File: src/rtl/uart_tx_module.sv
// uart_tx_module: UART transmitter, one 8-bit byte per request as start + 8 data (LSB first) + STOP_BITS stop bits.
// Define UART_TX_PARITY_EN to insert an even-parity bit after data bit 7.
module uart_tx_module #(
  parameter int unsigned BAUD_DIV  = 5208,
  parameter int unsigned STOP_BITS = 1
) (
  input  logic       CLK,
  input  logic       RST_n,
  input  logic       Tx_En_Sig,
  input  logic [7:0] Tx_Data,
  output logic       Tx_Done_Sig,
  output logic       Tx_Busy,
  output logic       TX_Pin_Out
);

  localparam int unsigned CNT_W = $clog2(BAUD_DIV);
  localparam int unsigned IDX_W = 3;

`ifdef UART_TX_PARITY_EN
  typedef enum logic [2:0] {S_IDLE, S_START, S_DATA, S_PARITY, S_STOP, S_DONE} state_t;
`else
  typedef enum logic [2:0] {S_IDLE, S_START, S_DATA, S_STOP, S_DONE} state_t;
`endif

  state_t            state_q, state_d;
  logic [CNT_W-1:0]  cnt_q, cnt_d;
  logic [IDX_W-1:0]  idx_q, idx_d;
  logic [7:0]        shift_q, shift_d;
  logic              pin_q, pin_d;
  logic              done_q, done_d;
  logic              busy_q, busy_d;
  logic              bit_end;
  logic [IDX_W-1:0]  idx_nxt;

  // State and output registers; reset abandons any frame and drives the line high.
  always_ff @(posedge CLK or negedge RST_n) begin
    if (!RST_n) begin
      state_q <= S_IDLE;
      cnt_q   <= '0;
      idx_q   <= '0;
      shift_q <= '0;
      pin_q   <= 1'b1;
      done_q  <= 1'b0;
      busy_q  <= 1'b0;
    end else begin
      state_q <= state_d;
      cnt_q   <= cnt_d;
      idx_q   <= idx_d;
      shift_q <= shift_d;
      pin_q   <= pin_d;
      done_q  <= done_d;
      busy_q  <= busy_d;
    end
  end

  // Next-state logic; outputs are computed one cycle ahead so they leave the registers.
  always_comb begin
    state_d = state_q;
    cnt_d   = cnt_q;
    idx_d   = idx_q;
    shift_d = shift_q;
    pin_d   = pin_q;
    done_d  = 1'b0;
    busy_d  = busy_q;
    bit_end = (cnt_q == CNT_W'(BAUD_DIV - 1));
    idx_nxt = idx_q + 1'b1;

    if (state_q != S_IDLE && state_q != S_DONE) begin
      cnt_d = bit_end ? '0 : cnt_q + 1'b1;
    end

    case (state_q)
      S_IDLE: begin
        pin_d  = 1'b1;
        busy_d = 1'b0;
        cnt_d  = '0;
        idx_d  = '0;
        if (Tx_En_Sig) begin
          shift_d = Tx_Data;
          busy_d  = 1'b1;
          pin_d   = 1'b0;
          state_d = S_START;
        end
      end
      S_START: begin
        if (bit_end) begin
          state_d = S_DATA;
          idx_d   = '0;
          pin_d   = shift_q[0];
        end
      end
      S_DATA: begin
        if (bit_end) begin
          if (idx_q == IDX_W'(7)) begin
            idx_d = '0;
`ifdef UART_TX_PARITY_EN
            state_d = S_PARITY;
            pin_d   = ^shift_q;
`else
            state_d = S_STOP;
            pin_d   = 1'b1;
`endif
          end else begin
            idx_d = idx_nxt;
            pin_d = shift_q[idx_nxt];
          end
        end
      end
`ifdef UART_TX_PARITY_EN
      S_PARITY: begin
        if (bit_end) begin
          state_d = S_STOP;
          pin_d   = 1'b1;
        end
      end
`endif
      S_STOP: begin
        pin_d = 1'b1;
        // bit index is reused to count stop bits
        if (bit_end) begin
          if (idx_q == IDX_W'(STOP_BITS - 1)) begin
            state_d = S_DONE;
            done_d  = 1'b1;
            idx_d   = '0;
          end else begin
            idx_d = idx_nxt;
          end
        end
      end
      S_DONE: begin
        state_d = S_IDLE;
        busy_d  = 1'b0;
        pin_d   = 1'b1;
      end
      default: begin
        state_d = S_IDLE;
        busy_d  = 1'b0;
        pin_d   = 1'b1;
      end
    endcase
  end

  assign Tx_Done_Sig = done_q;
  assign Tx_Busy     = busy_q;
  assign TX_Pin_Out  = pin_q;

endmodule

File: config.mk
export PLATFORM = sky130hd
export DESIGN_NAME = uart_tx_module
export DESIGN_NICKNAME = d
export VERILOG_FILES = /design/src/rtl/uart_tx_module.sv
export SDC_FILE = /design/constraint.sdc
export NUM_CORES = 1
export LEC_CHECK = 0
export CORE_MARGIN = 10
export CORE_UTILIZATION = 53
export CTS_BUF_LIST = sky130_fd_sc_hd__clkbuf_2
export DETAILED_ROUTE_END_ITERATION = 10
export PLACE_DENSITY = 0.86
export SLEW_MARGIN = 10
export SYNTH_ARGS = -nofsm -noshare
export SYNTH_HDL_FRONTEND = slang
export SYNTH_SLANG_ARGS = --single-unit
File: constraint.sdc
create_clock -name CLK -period 1.6 [get_ports CLK]
set_input_delay 0.24 -clock CLK [delete_from_list [all_inputs] [get_ports CLK]]
set_output_delay 0.24 -clock CLK [all_outputs]
set_load 0.1 [all_outputs]
# ---- Word level (Yosys, flattened, before mapping)
# Index checks and enable logic that the tools add are counted.
# Widths: inputs -> output; s select.
dict set report word_totals {
  regBits 30
  in_bits 11
  output_inout_bits 3
  wordCells 61
}
dict set report classes {
  addsub 2
  order_cmp 1
  n_eq_ne 12
  n_mux 28
  n_reduce_logical 11
}
# op n
set ops {}
lappend ops {{$mux 13} 3}
lappend ops {{$mux 3} 11}
lappend ops {{$pmux 3 s4} 2}
lappend ops {{$add 13x1->13 const B} 1}
lappend ops {{$eq 13x13->1 const B} 1}
lappend ops {{$ne 2x2->1 const B} 6}
lappend ops {{$mux 1} 9}
lappend ops {{$eq 3x2->1 const B} 2}
lappend ops {{$logic_not 3->1} 2}
lappend ops {{$reduce_and 6->1} 1}
lappend ops {{$lt 3x4->1 const B} 1}
lappend ops {{$reduce_and 2->1} 2}
lappend ops {{$reduce_and 4->1} 1}
lappend ops {{$reduce_bool 4->1} 1}
lappend ops {{$add 3x1->3 const B} 1}
lappend ops {{$bmux 1 s3} 1}
lappend ops {{$eq 3x1->1 const B} 1}
lappend ops {{$eq 3x3->1 const B} 1}
lappend ops {{$ne 3x3->1 const B} 1}
lappend ops {{$pmux 1 s3} 1}
lappend ops {{$reduce_bool 3->1} 1}
lappend ops {{$reduce_or 3->1} 1}
lappend ops {{$pmux 1 s2} 1}
lappend ops {{$reduce_bool 2->1} 1}
lappend ops {{$logic_and 1x1->1} 1}

# ---- Logic depth before layout (Yosys ltp)
dict set report logic_depth {
  depth_word 6
  ltp_mapped 7
  depth_no_buf 6
}

# ---- Least setup slack after synthesis
# OpenSTA, ideal clock, no wires.
dict set report synth_path {
  path_kind {register to register}
  startpoint {register idx_q[0]}
  endpoint {register pin_q, in the netlist TX_Pin_Out}
  setup_ns 0.088
  t_arrival_ns 1.591
  required_time_ns 1.512
  setup_slack_ns -0.079
  stages_incl_launch_ff 7
  path_buffers 0
  synth_period_minus_slack_ns 1.679
  path_cell_list {dfrtp_1 -> inv_1 -> ha_1 -> mux4_2 -> nor3b_1 -> nor4_1 -> or3_1}
}
dict set report synth_between {
  elab_chain_len 6
  elab_cells_between_ends 7
  cone_classes {add/sub (1); eq/ne (1); mux (5)}
}
# element line_no
set synth_rtl {}
lappend synth_rtl {{from (decl)} 27} ;# logic [IDX_W-1:0] idx_q, idx_d;
lappend synth_rtl {{from (signal assigned)} 48} ;# idx_q <= idx_d;
lappend synth_rtl {{$add 3x1->3} 66} ;# idx_nxt = idx_q + 1'b1;
lappend synth_rtl {{$bmux 1 s3} 105} ;# pin_d = shift_q[idx_nxt];
lappend synth_rtl {{$mux 1 (implied by the code)} 105}
lappend synth_rtl {{$mux 1 (*)} 94} ;# if (idx_q == IDX_W'(7)) begin
lappend synth_rtl {{$mux 1 (*)} 93} ;# if (bit_end) begin
lappend synth_rtl {{$pmux 1 s3 (*)} 72} ;# case (state_q)
lappend synth_rtl {{to (signal assigned)} 50} ;# pin_q <= pin_d;
lappend synth_rtl {{to (decl)} 29} ;# logic pin_q, pin_d;
# Every way passes the cells marked *; elsewhere a longest branch is shown, timed or not. The select of a mux whose other input is x is not followed.
# A chain may end at the register's enable or synchronous reset.

# ---- Final worst setup path
dict set report layout_path {
  startpoint {register cnt_q[0]}
  endpoint {register pin_q, in the netlist TX_Pin_Out}
}
dict set report layout_between {
  elab_chain_len 3
  elab_cells_between_ends 4
  cone_classes {eq/ne (3); reduce/logical (1)}
}
# element line_no
set layout_rtl {}
lappend layout_rtl {{from (decl)} 26} ;# logic [CNT_W-1:0] cnt_q, cnt_d;
lappend layout_rtl {{from (signal assigned)} 47} ;# cnt_q <= cnt_d;
lappend layout_rtl {{$eq 13x13->1 (*)} 65} ;# bit_end = (cnt_q == CNT_W'(BAUD_DIV - 1));
lappend layout_rtl {{$ne 2x2->1 (no line)} --}
lappend layout_rtl {{$reduce_and 2->1 (no line) (*)} --}
# Every way passes the cells marked *; elsewhere a longest branch is shown, timed or not.

==> metrics.txt <==
status complete, but fails checks; failing checks setup timing; top cell type's share of synthesized area 0.450; Distinct cells, synth 45; clock skew 0.0128 ns; Internal 911 uW; Boundary Pins 14; commonest non-fill, non-tap cell in the layout buf_4; Post-Synthesis Cells 156; n_diodes 0; post-synth top area cell dfrtp_1; H-tree lvl count 2; total congestion overflow 0; Synth Warn # 0; die width 75.2 microns; Clock Path Buffers 2; Tot Pwr 1.19 mW; Seq cells post-synth 30; Critical Path RT approximately 1.9 ns; die area 5650 sq um; crit path kind flip-flop to flip-flop; Critical Path AT 2.05 ns; CP Max Fanout 3; Async S/R FF share, synth 1.00; Synth Area per Inst ~10 sq um; hpwl dp around 3.1 mm; Post-synth EDFFs 0; Num CTS Buffers 5; starting density of the core 0.570; Hold Crit Class input port to async pin; initial antenna violation count 0; WL per Instance 18.6 microns; register area share after synthesis 0.466; Cell Pwr Density 526 nW/um^2; area delta synth->final 40.2%; RSZ-0062 raised after global routing yes; Syn Nets 171; clock share of power 0.327; logic gate share of total power 0.035; most frequent cells in the layout 38 x buf_4, 28 x dfrtp_1, 17 x nand2_1; setup TNS -1.00 ns; Final min period 1.74 ns; Tot GR Track Use 0.172; largest net degree at the start of global routing 31; clk_lat worst skew 0.35 ns; root buffer cell clkbuf_2; port buffer count 13; LEAKAGE 1.06 nW; Die H 75.2 microns; reg2reg setup slack -0.14 ns; Core Box Area 2830 sq um; layout cells sized above 1 0.415; top cells by area, synth dfrtp_1 45%, mux2_2 5.6%, nand2_1 4.0%, a31oi_1 3.5%, ha_1 3.1%; TritonCTS clock tree done; slew at the pin with the worst max-slew slack 0.376 ns; Hold Vio Cnt, Final 0; Vias 1524; Achievable Freq 0.575 GHz; Post-synth top flop dfrtp_1; Setup Viol. Count Final 14; Reg power frac 0.638; Routed WL 4.51 mm; Period Utilization, post-route 1.09; DRC errors left 0; max_cap viols 0; element type at the critical path start flip-flop; number of nets in the layout 226; DRT antenna net count 0; CTS Sinks 30; drt first pass iters 5; vias in the first global route 1568; Reg clk slew, reported paths 0.16 ns; VDD IR max 519 uV; initial detailed-routing violation count ~200; Setup WS post-layout -0.139 ns; global-route wire length before repair around 7.4 mm; Sw Ratio 0.234; Post-Syn Area between 1500 and 2000 sq um; Via-to-Cell Ratio ~6.3; Slew Limit Fails 0; Slew HR 0.749; Worst Setup End Kind flip-flop; final RePlAce weighted congestion roughly 0.9; Rows 19; Net Sw Power 278 uW
metrics by stage:
| step | hold WS, ns | cells | setup slack, ns | instance area [sq um] | util |
|---|---|---|---|---|---|
| after detailed placement | 0.494 | 228 | -0.149 | 2090 | 0.738 |
| after global routing | 0.246 | 243 | -0.230 | 2260 | 0.799 |
| after CTS | 0.258 | 240 | -0.141 | 2190 | 0.775 |
| after global placement | 0.495 | 228 | -0.0958 | 2090 | 0.738 |
| after floorplan | -0.0556 | 156 | -0.0206 | 1640 | - |
| final | 0.242 | 243 | -0.139 | 2260 | 0.799 |
cell type report:
| cell class | count | area [sq um] |
|---|---|---|
| Inverter | 7 | 26.3 |
| Sequential cell | 30 | 753 |
| Multi-Input combinational cell | 112 | 895 |
| Clock buffer | 8 | 40.0 |
| Tap cell | 31 | 38.8 |
| Fill cell | 171 | 568 |
| Timing Repair Buffer | 55 | 508 |
repair_timing:
item / CTS / global route
hold buffers: 0 / 0
endpoints found under the setup margin: 17 / 28
buffers inserted: 4 / 3
resized for setup: 9 / 11
pin swaps: 5 / 3
endpoints found under the hold margin: 0 / 0
power groups by stage:
| stage | clock (mW) | sequential [mW] | combinational (mW) |
|---|---|---|---|
| global placement | 0 | 0.773 | 0.0416 |
| CTS | 0.388 | 0.759 | 0.0432 |
| floorplan | 0 | 0.773 | 0.00109 |
| global route | 0.433 | 0.759 | 0.0462 |
| detailed placement | 0 | 0.773 | 0.0431 |
| finish | 0.389 | 0.759 | 0.0417 |
cells by family (layout without fill, tap and decap cells):
logic type	Yosys count	after routing	synth area share
AO/OA/AOI/OAI	39	39	0.161
XOR/XNOR	1	1	0.00543
adder cells (fa/ha/maj)	4	4	0.0310
buffers and inverters	14	70	0.0434
flip-flops	30	30	0.466
multiplexers	11	11	0.0900
AND/OR/NAND/NOR	57	57	0.202
sequential cells by signal, summed over array words and instances, names as in the netlist:
name,count
Tx_Done_Sig,1
state_q,3
cnt_q,13
idx_q,3
TX_Pin_Out,1
Tx_Busy,1
shift_q,8
final timing paths:
check / startpoint / to / depth (start not counted)
max in group asynchronous: RST_n / TX_Pin_Out / 2
worst max-delay path: cnt_q[0] / TX_Pin_Out / 7
worst min-delay path: RST_n / shift_q[0] / 2
min in group CLK: Tx_En_Sig / Tx_Busy / 3
worst min register to register: shift_q[7] / shift_q[7] / 1
worst max register to register: cnt_q[0] / TX_Pin_Out / 7
Yosys cell counts, drive strengths merged (2+ instances only):
| cell | number |
|---|---|
| a31oi | 10 |
| nand3 | 4 |
| nand2 | 17 |
| mux2 | 8 |
| nor2 | 7 |
| o21ai | 9 |
| inv | 7 |
| nor3 | 4 |
| nor2b | 2 |
| ha | 4 |
| a21oi | 7 |
| a41oi | 3 |
| buf | 4 |
| mux4 | 2 |
| nand4 | 2 |
| clkbuf | 3 |
| nor4 | 5 |
| or3 | 2 |
| nand2b | 4 |
| o22ai | 2 |
| and3 | 2 |
| dfrtp | 29 |
routing by layer:
metal | wire length, microns | part of all wire | track usage | up-vias
li1 | - | - | - | 703
met1 | 1860 | 0.41 | 0.201 | 715
met2 | 2270 | 0.50 | 0.296 | 90
met3 | 298 | 0.066 | 0.0381 | 16
met4 | 88 | 0.020 | 0.0722 | 0
met5 | 0 | 0 | 0 | -
worst max-delay path, cell delays in order (launching register included):
cell and delay, ns:
dfrtp_1 0.39, ha_2 0.19, and4b_2 0.27, buf_4 0.13, buf_4 0.12, nand3_4 0.09, nor4_1 0.34, or3_1 0.17
(Power assumes the default switching activity.)
